==> src/rtl/fifo8x9_ctrl_pkg.sv <==
// Shared types and sizing for the FIFO8x9 sequencer: state encoding,
// memory strobe bundle, and the depth/width/counter defaults.
package fifo8x9_ctrl_pkg;

   localparam int DEPTH = 8;   // memory locations, count saturates here
   localparam int WIDTH = 9;   // data width
   localparam int CNT_W = 4;   // holds 0..DEPTH

   typedef enum logic [3:0] {
      S_INIT_R = 4'd0,
      S_INIT_W = 4'd1,
      S_IDLE   = 4'd2,
      S_WR     = 4'd3,
      S_WINC   = 4'd4,
      S_RD     = 4'd5,
      S_RINC   = 4'd6,
      S_FL_R   = 4'd7,
      S_FL_W   = 4'd8
   } state_e;

   // Memory control strobes; at most one is set in any cycle.
   typedef struct packed {
      logic rd_ptr_clr;
      logic wr_ptr_clr;
      logic rd_inc;
      logic wr_inc;
      logic wren;
      logic rden;
   } strobes_t;

endpackage

==> src/rtl/fifo8x9_ctrl_if.sv <==
// Producer/consumer handshake bundle for the FIFO8x9 sequencer.
// Handshake rules: push_req is held with push_data stable until a one-cycle
// push_ack pulse marks the word committed; pop_req is held until a one-cycle
// pop_valid pulse marks pop_data as new. Dropping a request after its
// ack/valid pulse and before the next clock edge avoids a second transfer.
interface fifo8x9_ctrl_if;
   import fifo8x9_ctrl_pkg::*;

   logic             push_req;
   logic [WIDTH-1:0] push_data;
   logic             push_ack;
   logic             pop_req;
   logic [WIDTH-1:0] pop_data;
   logic             pop_valid;

   modport master (
      output push_req, push_data, pop_req,
      input  push_ack, pop_data, pop_valid
   );

   modport slave (
      input  push_req, push_data, pop_req,
      output push_ack, pop_data, pop_valid
   );

endinterface

==> src/rtl/fifo_rr_arb2.sv <==
// Two-requester round-robin arbiter. req[0] is push, req[1] is pop.
// Only a contested grant (both requesting with advance) flips priority;
// after reset push has priority.
module fifo_rr_arb2 (
   input  logic       clk,
   input  logic       rst,
   input  logic [1:0] req,
   input  logic       advance,
   output logic [1:0] gnt
);

   logic pop_last_q, pop_last_d;

   // Grant: priority goes to the requester that did not win the last contest.
   always_comb begin
      gnt = req;
      if (req == 2'b11) begin
         gnt = pop_last_q ? 2'b01 : 2'b10;
      end
      pop_last_d = advance ? gnt[1] : pop_last_q;
   end

   // Priority register; reset value lets push win the first contest.
   always_ff @(posedge clk) begin
      if (rst) begin
         pop_last_q <= 1'b1;
      end else begin
         pop_last_q <= pop_last_d;
      end
   end

endmodule

==> src/rtl/fifo8x9_ctrl.sv <==
// Sequencer/arbiter for the FIFO8x9 memory. Converts push/pop handshakes into
// registered one-hot memory strobes and tracks occupancy, full, empty, flush.
module fifo8x9_ctrl
   import fifo8x9_ctrl_pkg::*;
(
   input  logic             clk,
   input  logic             rst,
   fifo8x9_ctrl_if.slave    bus,
   input  logic             flush,
   output logic [CNT_W-1:0] count,
   output logic             full,
   output logic             empty,
   output logic             busy,
   output logic             RdPtrClr,
   output logic             WrPtrClr,
   output logic             RdInc,
   output logic             WrInc,
   output logic             wren,
   output logic             rden,
   output logic [WIDTH-1:0] fifo_din,
   input  logic [WIDTH-1:0] fifo_dout,
   output state_e           state_dbg
);

   state_e           state_q, state_d;
   strobes_t         strb_q, strb_d;
   logic [CNT_W-1:0] count_q, count_d;
   logic             full_q, full_d;
   logic             empty_q, empty_d;
   logic             busy_q, busy_d;
   logic             push_ack_q, push_ack_d;
   logic             pop_valid_q, pop_valid_d;
   logic [WIDTH-1:0] pop_data_q, pop_data_d;
   logic [WIDTH-1:0] fifo_din_q, fifo_din_d;
   logic [1:0]       arb_req, arb_gnt;
   logic             arb_adv;

   // Occupancy guards eligibility; pointers are never compared.
   assign arb_req = {bus.pop_req & ~empty_q, bus.push_req & ~full_q};

   fifo_rr_arb2 u_arb (
      .clk     (clk),
      .rst     (rst),
      .req     (arb_req),
      .advance (arb_adv),
      .gnt     (arb_gnt)
   );

   // Next state: INIT_R waits until its clear strobe has been issued; IDLE
   // gives flush priority over the arbitrated push/pop.
   always_comb begin
      state_d = state_q;
      arb_adv = 1'b0;
      unique case (state_q)
         S_INIT_R: if (strb_q.rd_ptr_clr) state_d = S_INIT_W;
         S_INIT_W: state_d = S_IDLE;
         S_IDLE: begin
            if (flush) begin
               state_d = S_FL_R;
            end else begin
               arb_adv = &arb_req;
               if (arb_gnt[0])      state_d = S_WR;
               else if (arb_gnt[1]) state_d = S_RD;
            end
         end
         S_WR:     state_d = S_WINC;
         S_WINC:   state_d = S_IDLE;
         S_RD:     state_d = S_RINC;
         S_RINC:   state_d = S_IDLE;
         S_FL_R:   state_d = S_FL_W;
         S_FL_W:   state_d = S_IDLE;
         default:  state_d = S_INIT_R;
      endcase
   end

   // Register inputs decoded from the next state so every output is aligned
   // with the state it belongs to.
   always_comb begin
      strb_d = '0;
      case (state_d)
         S_INIT_R, S_FL_R: strb_d.rd_ptr_clr = 1'b1;
         S_INIT_W, S_FL_W: strb_d.wr_ptr_clr = 1'b1;
         S_WR:             strb_d.wren       = 1'b1;
         S_WINC:           strb_d.wr_inc     = 1'b1;
         S_RD:             strb_d.rden       = 1'b1;
         S_RINC:           strb_d.rd_inc     = 1'b1;
         default:          strb_d            = '0;
      endcase

      count_d = count_q;
      if (state_d == S_WINC)      count_d = count_q + 1'b1;
      else if (state_d == S_RINC) count_d = count_q - 1'b1;
      else if (state_d == S_FL_W) count_d = '0;

      full_d      = (count_d == CNT_W'(DEPTH));
      empty_d     = (count_d == '0);
      busy_d      = (state_d != S_IDLE);
      push_ack_d  = (state_d == S_WINC);
      pop_valid_d = (state_d == S_RINC);
      pop_data_d  = (state_q == S_RD) ? fifo_dout : pop_data_q;
      fifo_din_d  = (state_q == S_IDLE && state_d == S_WR) ? bus.push_data : fifo_din_q;
   end

   // State, counter and output registers; reset abandons any partial op.
   always_ff @(posedge clk) begin
      if (rst) begin
         state_q     <= S_INIT_R;
         strb_q      <= '0;
         count_q     <= '0;
         full_q      <= 1'b0;
         empty_q     <= 1'b1;
         busy_q      <= 1'b1;
         push_ack_q  <= 1'b0;
         pop_valid_q <= 1'b0;
         pop_data_q  <= '0;
         fifo_din_q  <= '0;
      end else begin
         state_q     <= state_d;
         strb_q      <= strb_d;
         count_q     <= count_d;
         full_q      <= full_d;
         empty_q     <= empty_d;
         busy_q      <= busy_d;
         push_ack_q  <= push_ack_d;
         pop_valid_q <= pop_valid_d;
         pop_data_q  <= pop_data_d;
         fifo_din_q  <= fifo_din_d;
      end
   end

   assign RdPtrClr      = strb_q.rd_ptr_clr;
   assign WrPtrClr      = strb_q.wr_ptr_clr;
   assign RdInc         = strb_q.rd_inc;
   assign WrInc         = strb_q.wr_inc;
   assign wren          = strb_q.wren;
   assign rden          = strb_q.rden;
   assign count         = count_q;
   assign full          = full_q;
   assign empty         = empty_q;
   assign busy          = busy_q;
   assign fifo_din      = fifo_din_q;
   assign bus.push_ack  = push_ack_q;
   assign bus.pop_valid = pop_valid_q;
   assign bus.pop_data  = pop_data_q;
   assign state_dbg     = state_q;

endmodule

==> src/flat_wrapper.sv <==
// flat-port wrapper written by rule: the top's interface ports become plain ports
module fifo8x9_ctrl_flat import fifo8x9_ctrl_pkg::*;
  (clk, rst, flush, count, full, empty, busy, RdPtrClr, WrPtrClr, RdInc, WrInc, wren, rden, fifo_din, fifo_dout, state_dbg, bus_push_req, bus_push_data, bus_pop_req, bus_push_ack, bus_pop_data, bus_pop_valid);
  fifo8x9_ctrl_if bus_i ();
  input  logic clk;
  input  logic rst;
  input  logic flush;
  output logic [CNT_W-1:0] count;
  output logic full;
  output logic empty;
  output logic busy;
  output logic RdPtrClr;
  output logic WrPtrClr;
  output logic RdInc;
  output logic WrInc;
  output logic wren;
  output logic rden;
  output logic [WIDTH-1:0] fifo_din;
  input  logic [WIDTH-1:0] fifo_dout;
  output state_e state_dbg;
  input wire logic [$bits(bus_i.push_req)-1:0] bus_push_req;
  input wire logic [$bits(bus_i.push_data)-1:0] bus_push_data;
  input wire logic [$bits(bus_i.pop_req)-1:0] bus_pop_req;
  output wire logic [$bits(bus_i.push_ack)-1:0] bus_push_ack;
  output wire logic [$bits(bus_i.pop_data)-1:0] bus_pop_data;
  output wire logic [$bits(bus_i.pop_valid)-1:0] bus_pop_valid;
  assign bus_i.push_req = bus_push_req;
  assign bus_i.push_data = bus_push_data;
  assign bus_i.pop_req = bus_pop_req;
  assign bus_push_ack = bus_i.push_ack;
  assign bus_pop_data = bus_i.pop_data;
  assign bus_pop_valid = bus_i.pop_valid;
  fifo8x9_ctrl u_core (.clk(clk), .rst(rst), .bus(bus_i), .flush(flush), .count(count), .full(full), .empty(empty), .busy(busy), .RdPtrClr(RdPtrClr), .WrPtrClr(WrPtrClr), .RdInc(RdInc), .WrInc(WrInc), .wren(wren), .rden(rden), .fifo_din(fifo_din), .fifo_dout(fifo_dout), .state_dbg(state_dbg));
endmodule
==> config.mk <==
export PLATFORM = sky130hd
export DESIGN_NAME = fifo8x9_ctrl_flat
export DESIGN_NICKNAME = d
export VERILOG_FILES = /design/src/rtl/fifo8x9_ctrl_pkg.sv /design/src/rtl/fifo8x9_ctrl_if.sv /design/src/rtl/fifo_rr_arb2.sv /design/src/rtl/fifo8x9_ctrl.sv /design/src/flat_wrapper.sv
export SDC_FILE = /design/constraint.sdc
export NUM_CORES = 1
export LEC_CHECK = 0
export ABC_AREA = 1
export CORE_MARGIN = 8
export CORE_UTILIZATION = 44
export DETAILED_ROUTE_END_ITERATION = 7
export PLACE_DENSITY = 0.79
export SLEW_MARGIN = 5
export SYNTH_ARGS = -nofsm -noshare
export SYNTH_HDL_FRONTEND = slang
export SYNTH_SLANG_ARGS = --single-unit
==> constraint.sdc <==
create_clock -name clk -period 1.7 [get_ports clk]
set_clock_uncertainty 0.05 [all_clocks]
set_input_delay 0.34 -clock clk [delete_from_list [all_inputs] [get_ports clk]]
set_output_delay 0.34 -clock clk [all_outputs]
set_load 0.01 [all_outputs]
==> results by stage <==
Min path:
- The sink of the worst hold path is u_core.bus.pop_data[6]$_SDFFE_PP0P_.
- The path type of the worst min-delay path is register to register.
- The count of cells along the worst hold path is 2.
- The worst hold path begins at u_core.bus.pop_data[6]$_SDFFE_PP0P_.

Global route:
- The largest net degree at the start of global routing is 16.
- The initial antenna violation count came to 0.
- The via count of the first global-routing pass is 1646.
- The wire length of the first global-routing pass is 7334 um.
- The overall track demand over capacity in global routing is 0.1464.
- The residual overflow from global routing is 0.

Drt:
- The remaining number of nets flagged by the antenna check after routing is 0.
- After the first detailed-routing iteration, the DRC count stood at 80.
- The routed length per instance is between 10 and 15 um.
- The routed layout has between 1.5k and 2k vias.
- In the routed layout, each cell is associated on average with a via count of 4.702.
- The final wirelength is roughly 4300 um.
- The pre-antenna-repair detailed-routing pass consisted of 4 iterations.
- The post-route DRC violation count is 0.

Synthesis:
- The number of different library cells used by synthesis comes to 31.
- The cell area after synthesis is 1677 um^2.
- The mean post-synth cell area is roughly 7.3 um^2.
- The number of enable flip-flop cells after synthesis is 0.
- In the synthesized netlist the dominant register cell turns out to be dfxtp_1.
- The sequential cell area fraction in the yosys report is 0.4299.
- The proportion of synthesized flip-flops having asynchronous set or reset is 0.
- Synthesis produced a netlist with a net count of 255.
- The number of synthesis warnings is 0.
- Synthesis produced a netlist whose cell count is 230.
- The register bit count reported by yosys is 36.

Clock tree:
- The later pin in the worst-skew pair is clocked with a latency of around 280 ps.
- The CTS sink count is 36.
- The cell at the root of the clock tree is clkbuf_8.
- The clock-pin slew reported for the worst setup and hold paths after clock tree synthesis is 70 ps.
- In this run the deepest clock path goes through 2 buffers.
- Buffers added to address setup during post-CTS repair amount to 0.
- Buffers inserted during clock tree synthesis total 5.
- In this run the number of H-tree levels came out at 2.
- TritonCTS built the clock tree.

Worst setup path:
- In this design, the stage delay of the slowest critical-path cell is ~560 ps.
- The worst endpoint data arrival time is around 1300 ps.
- The maximum fanout along the worst path is 4.
- The slowest stage of the critical path belongs to the cell clkdlybuf4s50_1.
- The reg-to-reg critical path endpoint is u_core.busy$_SDFF_PP1_.
- STA puts the critical path data required time at about 1300 ps.
- By startpoint and endpoint, the worst setup path is classified as register to output port.
- On the critical path the largest part of the delay comes from buffers and inverters.
- The path depth of the worst reg2reg path is 10.
- The total buffers and inverters traversed by the critical path is 1.
- The worst setup path is launched from a register.
- The worst setup slack for register-to-register paths is about 150 ps.
- The signal on the critical path passes through clkdlybuf4s50_1.
- The worst setup path is captured at an output port.
- The launch point of the worst reg-to-reg path is u_core.state_dbg[3]$_SDFF_PP0_.

Die:
- After floorplanning, the core was sized to cover 3661 um^2.
- In this run the count of I/O pins placed on the die edge is 60.
- The initial standard-cell utilization of the core is 0.4580.
- The floorplan has 22 rows.
- In this run the vertical extent of the chip is approximately 80 um.
- The floorplan die area is 6042 um^2.
- In this run the horizontal extent of the chip is between 70 and 80 um.

Finish:
- 0 antenna diodes ended up in the layout.
- The multi-input combinational cells in the finished layout cover a total of 788.3 um^2.
- The number of standard cells in the layout, taps in and fillers out is about 360.
- The top cell types in the final layout, fill and taps aside, are 57 x clkdlybuf4s50_1, 42 x nor2_1, 36 x nand2_1.
- The utilization after layout is 0.6917.
- The number of nets in the layout is about 330.
- Across the whole layout, storage elements account for approximately 730 um^2.
- The share of cells above drive strength 1 is 0.2143.
- From synthesis to final layout, the design area changed by 51.04%.
- Counting the fill cells in the layout gives 304.
- The most common cell after layout, fill and taps aside is clkdlybuf4s50_1.

STA:
- The final count of negative-setup-slack endpoints is 0.
- The post-layout minimum cycle time is approximately 1600 ps.
- The top achievable clock speed is approximately 610 MHz.
- The post-route worst setup slack is 58.72 ps.
- The period utilization is 0.9655.
- The final hold violation count was 0.
- At the pin with the least slew margin, the transition time is around 260 ps.
- The number of pins exceeding their max-slew limit in the final report is 0.
- Summed over all failing endpoints, the final setup total negative slack is 0 ps.
- The headroom to the max-slew limit is 0.8256.
- Setup repair after global routing left no endpoint under its margin.

Power:
- The power density of the placed cells is about 1200 nW/um^2.
- The leakage power total is about 0.0011 uW.
- VDD sags by at most around 0.63 mV.

Place:
- Routability-driven placement finished with a final weighted congestion of about 0.88.
- At the placement stage, the worst setup path has a slack of -242.1 ps.
- The final HPWL from detailed placement is roughly 3300 um.
- Buffers placed on the I/O ports in this run total 59.
- The number of cells in the design after placement is 347.

Status:
- The flow ran to the end, and the final reports show no timing, DRC or antenna violations.

Flow run:
- The tool flagged a number of max-cap violations equal to 0.
-- cell usage after synthesis, drive strengths merged, types with 2 or more instances --
cell,count,area [um^2]
nand4,4,25.02
nor2,55,255.2
nand3,14,82.58
buf,5,51.29
inv,34,127.6
clkbuf,3,11.26
ha,2,25.02
nand2,49,214.0
dfxtp,36,720.7
a21oi,4,20.02
o21ai,15,78.82
nor3,3,20.02
-- logic make-up (layout without fill, tap and decap cells) --
logic type                 after synthesis  in the layout  synth area share
xor gates and xnor gates                 2              2           0.01045
buffers and inverters                   43            120            0.1157
AOI/OAI and AO/OA                       21             21           0.06866
and+or+nand+nor                        126            127            0.3604
adders and majority gates                2              2           0.01492
DFF                                     36             36            0.4299
-- power breakdown --
part	internal, uW	total, uW	switching, uW
clock	330	609	279
sequential	996	1110	111
combinational	658	1290	629
-- what timing repair did --
action / in CTS / in global routing
hold buffers: 0 / 0
gates cloned: 0 / 1
gates resized for setup: 3 / 11
pin swaps: 0 / 4
setup endpoints to repair: 3 / 14
-- worst max-delay path by stage --
stage | from | endpoint | cells after the start
after CTS | u_core.state_dbg[1]$_SDFF_PP0_ | state_dbg[1] | 1
after detailed placement | bus_push_req | u_core.fifo_din[1]$_SDFFE_PP0P_ | 12
after global routing | u_core.state_dbg[1]$_SDFF_PP0_ | u_core.empty$_SDFF_PP1_ | 9
final | u_core.state_dbg[3]$_SDFF_PP0_ | state_dbg[3] | 1
after floorplan | u_core.state_dbg[3]$_SDFF_PP0_ | u_core.fifo_din[7]$_SDFFE_PP0P_ | 12
after global placement | bus_push_req | u_core.fifo_din[8]$_SDFFE_PP0P_ | 12
-- metal layers --
metal / up-vias / wire length [um] / track usage / part of all wire
li1: 854 / - / - / -
met1: 753 / 1711 / 0.1582 / 0.40
met2: 65 / 2137 / 0.2448 / 0.50
met3: 2 / 424 / 0.06912 / 0.099
met4: 0 / 17 / 0.05094 / 0.0040
met5: - / 0 / 0 / 0
-- registers in the layout, indices dropped and copies added (netlist names) --
name                     flops
u_core.empty                 1
u_core.fifo_din              9
u_core.full                  1
u_core.u_arb.pop_last_q      1
u_core.state_dbg             4
u_core.RdPtrClr              1
u_core.WrPtrClr              1
u_core.busy                  1
u_core.bus.push_ack          1
u_core.bus.pop_data          9
u_core.bus.pop_valid         1
u_core.wren                  1
u_core.rden                  1
u_core.count                 4
-- worst reg2reg max path: stages (launching register included) --
cell     delay, ps
dfxtp_1        410
inv_2           80
nand2_2         70
inv_2           60
nand2_4         80
nand2_2         70
inv_2           80
nand3_4        110
buf_4          170
nor2_1         130
nand4_1        110
-- stage by stage --
step                total power, uW  instance area [um^2]  hold WS (ps)
detailed placement             2350                  2400         424.4
floorplan                      1774                  1677         371.0
global route                   3207                  2532         458.9
CTS                            2967                  2494         437.9
finish                         3003                  2532         431.4
global placement               2327                  2400         410.6
-- area by class of cell --
cell class,count,share of cell area
sequential,36,0.2875
timing repair buffer,77,0.2900
inverter,35,0.05188
multi-input combinational,152,0.3113
tap,48,0.02372
clock buffer,8,0.03557
No activity file was read; power rests on OpenSTA's default activity.
